[src/rtl/mem_stage_if.sv]
// Data-SRAM request/response bundle between the memory stage and the data SRAM.
// master: stage side (drives req/wr/we/addr/wdata, receives addr_ok/data_ok/rdata).
// slave : SRAM side (the mirror image).
interface mem_stage_if;
    localparam int unsigned DATA_W = 32;
    localparam int unsigned BE_W   = DATA_W / 8;

    logic              data_sram_req;
    logic              data_sram_wr;
    logic [BE_W-1:0]   data_sram_we;
    logic [DATA_W-1:0] data_sram_addr;
    logic [DATA_W-1:0] data_sram_wdata;
    logic              data_sram_addr_ok;
    logic              data_sram_data_ok;
    logic [DATA_W-1:0] data_sram_rdata;

    modport master (
        output data_sram_req,
        output data_sram_wr,
        output data_sram_we,
        output data_sram_addr,
        output data_sram_wdata,
        input  data_sram_addr_ok,
        input  data_sram_data_ok,
        input  data_sram_rdata
    );

    modport slave (
        input  data_sram_req,
        input  data_sram_wr,
        input  data_sram_we,
        input  data_sram_addr,
        input  data_sram_wdata,
        output data_sram_addr_ok,
        output data_sram_data_ok,
        output data_sram_rdata
    );
endinterface

[src/rtl/mem_stage.sv]
// Memory-access pipeline stage: runs ld.w/st.w over a req/addr_ok/data_ok
// data SRAM, forwards the pending register write to the decoder and
// registers the writeback bundle.
// Ports:
//   clk, rst            clock, synchronous active-high reset
//   EX_to_MEM_reg       138-bit execute->memory register (held by upstream)
//   EX_to_MEM_fire      upstream reloads EX_to_MEM_reg this cycle
//   WB_allowin          writeback accepts this cycle
//   MEM_allowin         stage accepts a new entry
//   MEM_front_*         forwarding info for the decoder
//   dsram               data-SRAM interface (master side)
//   MEM_to_WB_reg       71-bit registered bundle for writeback
module mem_stage (
    input  logic          clk,
    input  logic          rst,
    input  logic [137:0]  EX_to_MEM_reg,
    input  logic          EX_to_MEM_fire,
    input  logic          WB_allowin,
    output logic          MEM_allowin,
    output logic          MEM_front_valid,
    output logic          MEM_front_ready,
    output logic [4:0]    MEM_front_addr,
    output logic [31:0]   MEM_front_data,
    mem_stage_if.master   dsram,
    output logic [70:0]   MEM_to_WB_reg
);
    localparam int unsigned DATA_W = 32;
    localparam int unsigned REG_W  = 5;

    typedef struct packed {
        logic              valid;
        logic [DATA_W-1:0] pc;
        logic [DATA_W-1:0] ir;
        logic              inst_ld_w;
        logic              mem_we;
        logic              res_from_mem;
        logic              gr_we;
        logic [DATA_W-1:0] rkd_value;
        logic [REG_W-1:0]  rf_waddr;
        logic [DATA_W-1:0] compute_result;
    } ex_mem_t;

    typedef struct packed {
        logic              valid;
        logic [DATA_W-1:0] pc;
        logic              gr_we;
        logic [REG_W-1:0]  rf_waddr;
        logic [DATA_W-1:0] final_result;
    } mem_wb_t;

    typedef enum logic [1:0] {IDLE, REQ, WAIT, DONE} state_t;

    state_t            r_state;
    logic              r_done;
    logic              r_req;
    logic [DATA_W-1:0] r_rdata_buf;
    mem_wb_t           r_wb;

    ex_mem_t           w_ex;
    logic              w_mem_op;
    logic              w_live;
    logic              w_readygo;
    logic              w_handoff;
    logic [DATA_W-1:0] w_final_result;
    logic              w_unused_ex;

    // Field decode of the upstream register
    assign w_ex        = ex_mem_t'(EX_to_MEM_reg);
    assign w_unused_ex = ^{w_ex.ir, w_ex.inst_ld_w};

    assign w_mem_op  = w_ex.res_from_mem | w_ex.mem_we;
    // done marks an entry already handed off while upstream still holds it
    assign w_live    = w_ex.valid & ~r_done;
    assign w_readygo = w_live & ((~w_mem_op & (r_state == IDLE)) | (r_state == DONE));
    assign w_handoff = w_readygo & WB_allowin;

    // Load data only ever comes from the buffer, never raw rdata
    assign w_final_result = w_ex.res_from_mem ? r_rdata_buf : w_ex.compute_result;

    assign MEM_allowin     = ~w_ex.valid | r_done | w_handoff;
    assign MEM_front_valid = w_live & w_ex.gr_we;
    assign MEM_front_ready = ~w_ex.res_from_mem | (r_state == DONE);
    assign MEM_front_addr  = w_ex.rf_waddr;
    assign MEM_front_data  = w_final_result;

    // Request fields come straight from the held upstream register
    assign dsram.data_sram_req   = r_req;
    assign dsram.data_sram_wr    = w_ex.mem_we;
    assign dsram.data_sram_we    = w_ex.mem_we ? 4'hF : 4'h0;
    assign dsram.data_sram_addr  = w_ex.compute_result;
    assign dsram.data_sram_wdata = w_ex.rkd_value;

    assign MEM_to_WB_reg = r_wb;

    // Transaction FSM, done flag and writeback register
    always_ff @(posedge clk) begin
        if (rst) begin
            r_state     <= IDLE;
            r_done      <= 1'b0;
            r_req       <= 1'b0;
            r_rdata_buf <= '0;
            r_wb        <= '0;
        end else begin
            if (EX_to_MEM_fire) begin
                r_done <= 1'b0;
            end else if (w_handoff) begin
                r_done <= 1'b1;
            end

            if (w_handoff) begin
                r_wb.valid        <= 1'b1;
                r_wb.pc           <= w_ex.pc;
                r_wb.gr_we        <= w_ex.gr_we;
                r_wb.rf_waddr     <= w_ex.rf_waddr;
                r_wb.final_result <= w_final_result;
            end else if (WB_allowin) begin
                r_wb.valid <= 1'b0;
            end

            case (r_state)
                IDLE: begin
                    if (w_live && w_mem_op) begin
                        r_state <= REQ;
                        r_req   <= 1'b1;
                    end
                end
                REQ: begin
                    if (dsram.data_sram_addr_ok) begin
                        r_state <= WAIT;
                        r_req   <= 1'b0;
                    end
                end
                WAIT: begin
                    if (dsram.data_sram_data_ok) begin
                        if (w_ex.res_from_mem) begin
                            r_rdata_buf <= dsram.data_sram_rdata;
                        end
                        r_state <= DONE;
                    end
                end
                DONE: begin
                    if (WB_allowin) begin
                        r_state <= IDLE;
                    end
                end
                default: begin
                    r_state <= IDLE;
                    r_req   <= 1'b0;
                end
            endcase
        end
    end
endmodule

[src/flat_wrapper.sv]
// flat-port wrapper written by rule: the top's interface ports become plain ports
module mem_stage_flat 
  (clk, rst, EX_to_MEM_reg, EX_to_MEM_fire, WB_allowin, MEM_allowin, MEM_front_valid, MEM_front_ready, MEM_front_addr, MEM_front_data, MEM_to_WB_reg, dsram_data_sram_req, dsram_data_sram_wr, dsram_data_sram_we, dsram_data_sram_addr, dsram_data_sram_wdata, dsram_data_sram_addr_ok, dsram_data_sram_data_ok, dsram_data_sram_rdata);
  mem_stage_if dsram_i ();
  input  logic clk;
  input  logic rst;
  input  logic [137:0] EX_to_MEM_reg;
  input  logic EX_to_MEM_fire;
  input  logic WB_allowin;
  output logic MEM_allowin;
  output logic MEM_front_valid;
  output logic MEM_front_ready;
  output logic [4:0] MEM_front_addr;
  output logic [31:0] MEM_front_data;
  output logic [70:0] MEM_to_WB_reg;
  output wire logic [$bits(dsram_i.data_sram_req)-1:0] dsram_data_sram_req;
  output wire logic [$bits(dsram_i.data_sram_wr)-1:0] dsram_data_sram_wr;
  output wire logic [$bits(dsram_i.data_sram_we)-1:0] dsram_data_sram_we;
  output wire logic [$bits(dsram_i.data_sram_addr)-1:0] dsram_data_sram_addr;
  output wire logic [$bits(dsram_i.data_sram_wdata)-1:0] dsram_data_sram_wdata;
  input wire logic [$bits(dsram_i.data_sram_addr_ok)-1:0] dsram_data_sram_addr_ok;
  input wire logic [$bits(dsram_i.data_sram_data_ok)-1:0] dsram_data_sram_data_ok;
  input wire logic [$bits(dsram_i.data_sram_rdata)-1:0] dsram_data_sram_rdata;
  assign dsram_data_sram_req = dsram_i.data_sram_req;
  assign dsram_data_sram_wr = dsram_i.data_sram_wr;
  assign dsram_data_sram_we = dsram_i.data_sram_we;
  assign dsram_data_sram_addr = dsram_i.data_sram_addr;
  assign dsram_data_sram_wdata = dsram_i.data_sram_wdata;
  assign dsram_i.data_sram_addr_ok = dsram_data_sram_addr_ok;
  assign dsram_i.data_sram_data_ok = dsram_data_sram_data_ok;
  assign dsram_i.data_sram_rdata = dsram_data_sram_rdata;
  mem_stage u_core (.clk(clk), .rst(rst), .EX_to_MEM_reg(EX_to_MEM_reg), .EX_to_MEM_fire(EX_to_MEM_fire), .WB_allowin(WB_allowin), .MEM_allowin(MEM_allowin), .MEM_front_valid(MEM_front_valid), .MEM_front_ready(MEM_front_ready), .MEM_front_addr(MEM_front_addr), .MEM_front_data(MEM_front_data), .dsram(dsram_i), .MEM_to_WB_reg(MEM_to_WB_reg));
endmodule
[config.mk]
export PLATFORM = sky130hd
export DESIGN_NAME = mem_stage_flat
export DESIGN_NICKNAME = d
export VERILOG_FILES = /design/src/rtl/mem_stage_if.sv /design/src/rtl/mem_stage.sv /design/src/flat_wrapper.sv
export SDC_FILE = /design/constraint.sdc
export NUM_CORES = 1
export LEC_CHECK = 0
export BUFFER_PORTS_ARGS = -buffer_cell sky130_fd_sc_hd__buf_2
export CORE_AREA = 2 2 139 141
export CTS_BUF_LIST = sky130_fd_sc_hd__clkbuf_2
export CTS_CLUSTER_DIAMETER = 40
export DETAILED_ROUTE_END_ITERATION = 16
export DIE_AREA = 0 0 141 143
export HOLD_SLACK_MARGIN = 0.12
export PLACE_DENSITY = 0.54
export SLEW_MARGIN = 0
export SYNTH_ARGS = -nofsm -noshare
export SYNTH_HDL_FRONTEND = slang
export SYNTH_SLANG_ARGS = --single-unit
[constraint.sdc]
create_clock -name clk -period 1.93 [get_ports clk]
set_clock_uncertainty 0.2 [all_clocks]
set_input_delay 0.193 -clock clk [delete_from_list [all_inputs] [get_ports clk]]
set_output_delay 0.193 -clock clk [all_outputs]
set_load 0.01 [all_outputs]
==> run metrics <==
Num CTS Buffers 9; failing checks setup timing; status complete, but fails checks; DRT met1 WL 7900 um; synth cell count leaders nand2_1 (206), dfxtp_1 (107), a21oi_1 (105); all-layer global routing usage 0.169; vias after detailed routing 5360; relative slew slack 0.723; Netlist cell types 28; Max Buffers Root-to-Sink 2; die height 143 um; drt via density 4.39; antenna violations before repair 1; Setup TNS -9750 ps; die area 0.0202 mm2; top-count cell post-synth nand2_1; Largest register FFs 71; Yosys top cell by area dfxtp_1; Clk Tree Root Cell clkbuf_2; Core Rows 50; CP Cell Sequence inv_2, ha_4, nor3b_4, buf_6, o21ai_2, nand2_1, buf_6; main flop type after synthesis dfxtp_1; Max rail drop VDD 0.297 mV; max cap viols 0; crit path launch type flop; Synth top area share 0.447; Post-synth EDFFs 0; largest net degree at the start of global routing 50; Post-Syn Area 0.00479 mm2; Port Buffers 259; unrepaired setup endpoints after global routing yes; # nets final 1163; Max Used Layer met4; worst slack at placement 30.0 ps; # DRC 0; Top delay family on crit path flip-flops; Setup crit end kind output pin; Routability Congestion 0.761; period utilization 1.12; Starting Density 0.258; crit-path max cell delay 400 ps; number of global-route vias before repair 5292; reg2reg setup slack -220 ps; top post-synthesis cells by area dfxtp_1 (45%), nand2_1 (16%), buf_4 (13%); Syn-to-layout area delta 89.3%; Critical Path Fanout Max 3; FF-to-FF Start u_core.r_state[0]; dpl hpwl 10500 um; FMAX 461 MHz; final-report hold violation count 0; clock sinks 107; Final Max Tran Viols 0; buffer and inverter count on the worst path 3; hold_ws 186 ps; DR WL/cell 15.6 um; clk_lat worst skew 600 ps; Critical-path top delay cell dfxtp_2; layout cells sized above 1 0.513; WP data required 1540 ps; Lkg Pwr 0.00386 uW; final setup vio count 73; most used cell, CP buf_6; Detail Route met2 WL 9510 um; Seq/Total Area, Yosys 0.447; width of the die 141 um; 1st-iter DRT viols 166; Synth warnings 0; crit path from u_core.r_state[0]; area of the core 0.0186 mm2; io pins 357; Syn Inst Count 596; Syn Area/Cell 8.03 um2; CTS tree done; Arrival @ worst endpoint 1780 ps; worst-margin pin slew 416 ps; synthesized flop and latch total 107; syn_nets 777; first drt pass iteration count 6; Final Non-Filler Cells 1220; H-Tree Depth 3; Final Critical Period 2170 ps; final WL 19100 um; Worst-path clk slew 270 ps; Placed Cells 999; Worst Min Path Start EX_to_MEM_reg[50]; pwr/cell area 615 mW/mm2; gr ovfl total 0; share of async-settable or async-resettable flops after synthesis 0; post-route ant nets 0; min-delay worst type input pin to output pin; met3 wire len 1060 um; Setup CP Type flop to output pin; worst setup margin -241 ps; first-pass GRT wire length 26700 um
[layer usage]
| layer | vias to the layer above | GRT usage |
|---|---|---|
| met5 | - | 0 |
| met4 | 0 | 0.0774 |
| met3 | 37 | 0.0352 |
| met2 | 200 | 0.307 |
| met1 | 2484 | 0.191 |
| li1 | 2639 | - |
[per-stage QoR]
| step | power, uW | cell area [um2] | util |
|---|---|---|---|
| CTS | 5320 | 8110 | 0.437 |
| global placement | 3640 | 5910 | 0.318 |
| global route | 5890 | 9060 | 0.488 |
| floorplan | 3190 | 4790 | - |
| detailed placement | 3650 | 5910 | 0.318 |
| finish | 5570 | 9060 | 0.488 |
[cell usage in the layout, fill, tap and decap left out, types with 3 or more instances in the layout]
cell type | netlist | final
inv_2 | 1 | 3
nor2_1 | 4 | 4
dfxtp_2 | 0 | 5
clkbuf_16 | 0 | 5
inv_1 | 6 | 4
buf_6 | 0 | 8
buf_12 | 0 | 11
nand2_2 | 0 | 10
clkbuf_2 | 0 | 9
nand2_1 | 206 | 136
dfxtp_1 | 107 | 102
nand2_4 | 0 | 60
dlygate4sd3_1 | 0 | 182
buf_2 | 14 | 254
buf_16 | 0 | 3
a21oi_1 | 105 | 37
ha_1 | 5 | 3
mux2_2 | 32 | 32
a21oi_2 | 0 | 68
buf_4 | 82 | 22
[layout make-up]
type                            count  area (um2)
Antenna cell                        1        2.50
Inverter                            7        26.3
Tap cell                          234         293
Fill cell                        1684        9520
Sequential cell                   107        2150
Clock inverter                      5        80.1
Clock buffer                        9        45.0
Timing Repair Buffer              487        3810
Multi-Input combinational cell    370        2660
[kinds of logic (layout without fill, tap and decap cells)]
kind of cell    after synthesis  in the layout  share of synthesized area
mux                          32             32                     0.0753
flops                       107            107                      0.447
simple gates                219            219                      0.177
buf+inv                     119            508                      0.161
fa+ha+maj                     5              5                     0.0131
other cells                   0              1                          0
compound gates              114            114                      0.126
[report_power, final]
group	switching, uW	internal [uW]
Clock	761	411
Sequential	95.8	2350
Combinational	910	1040
[worst reg2reg max path, delay by kind of cell, from the launching register on]
kind | cells | cell delay (ps)
buffers and inverters | 6 | 820
DFF | 1 | 400
AOI/OAI and AO/OA | 2 | 320
and+or+nand+nor | 2 | 210
adders and majority gates | 1 | 150
[final timing paths]
| check | endpoint | depth (start not counted) |
|---|---|---|
| setup / recovery | MEM_allowin | 7 |
| hold / removal | dsram_data_sram_wdata[13] | 0 |
| setup reg to reg | u_core.MEM_to_WB_reg[14] | 11 |
| hold reg to reg | u_core.r_rdata_buf[19] | 2 |
[repair_timing]
item	4_1_cts	5_1_grt
setup endpoints to repair	6	78
pin swaps	23	132
buffers inserted	11	3
cloned	3	7
hold buffers	182	0
gates resized for setup	25	208
hold endpoints to repair	107	0
(Power assumes the default switching activity.)
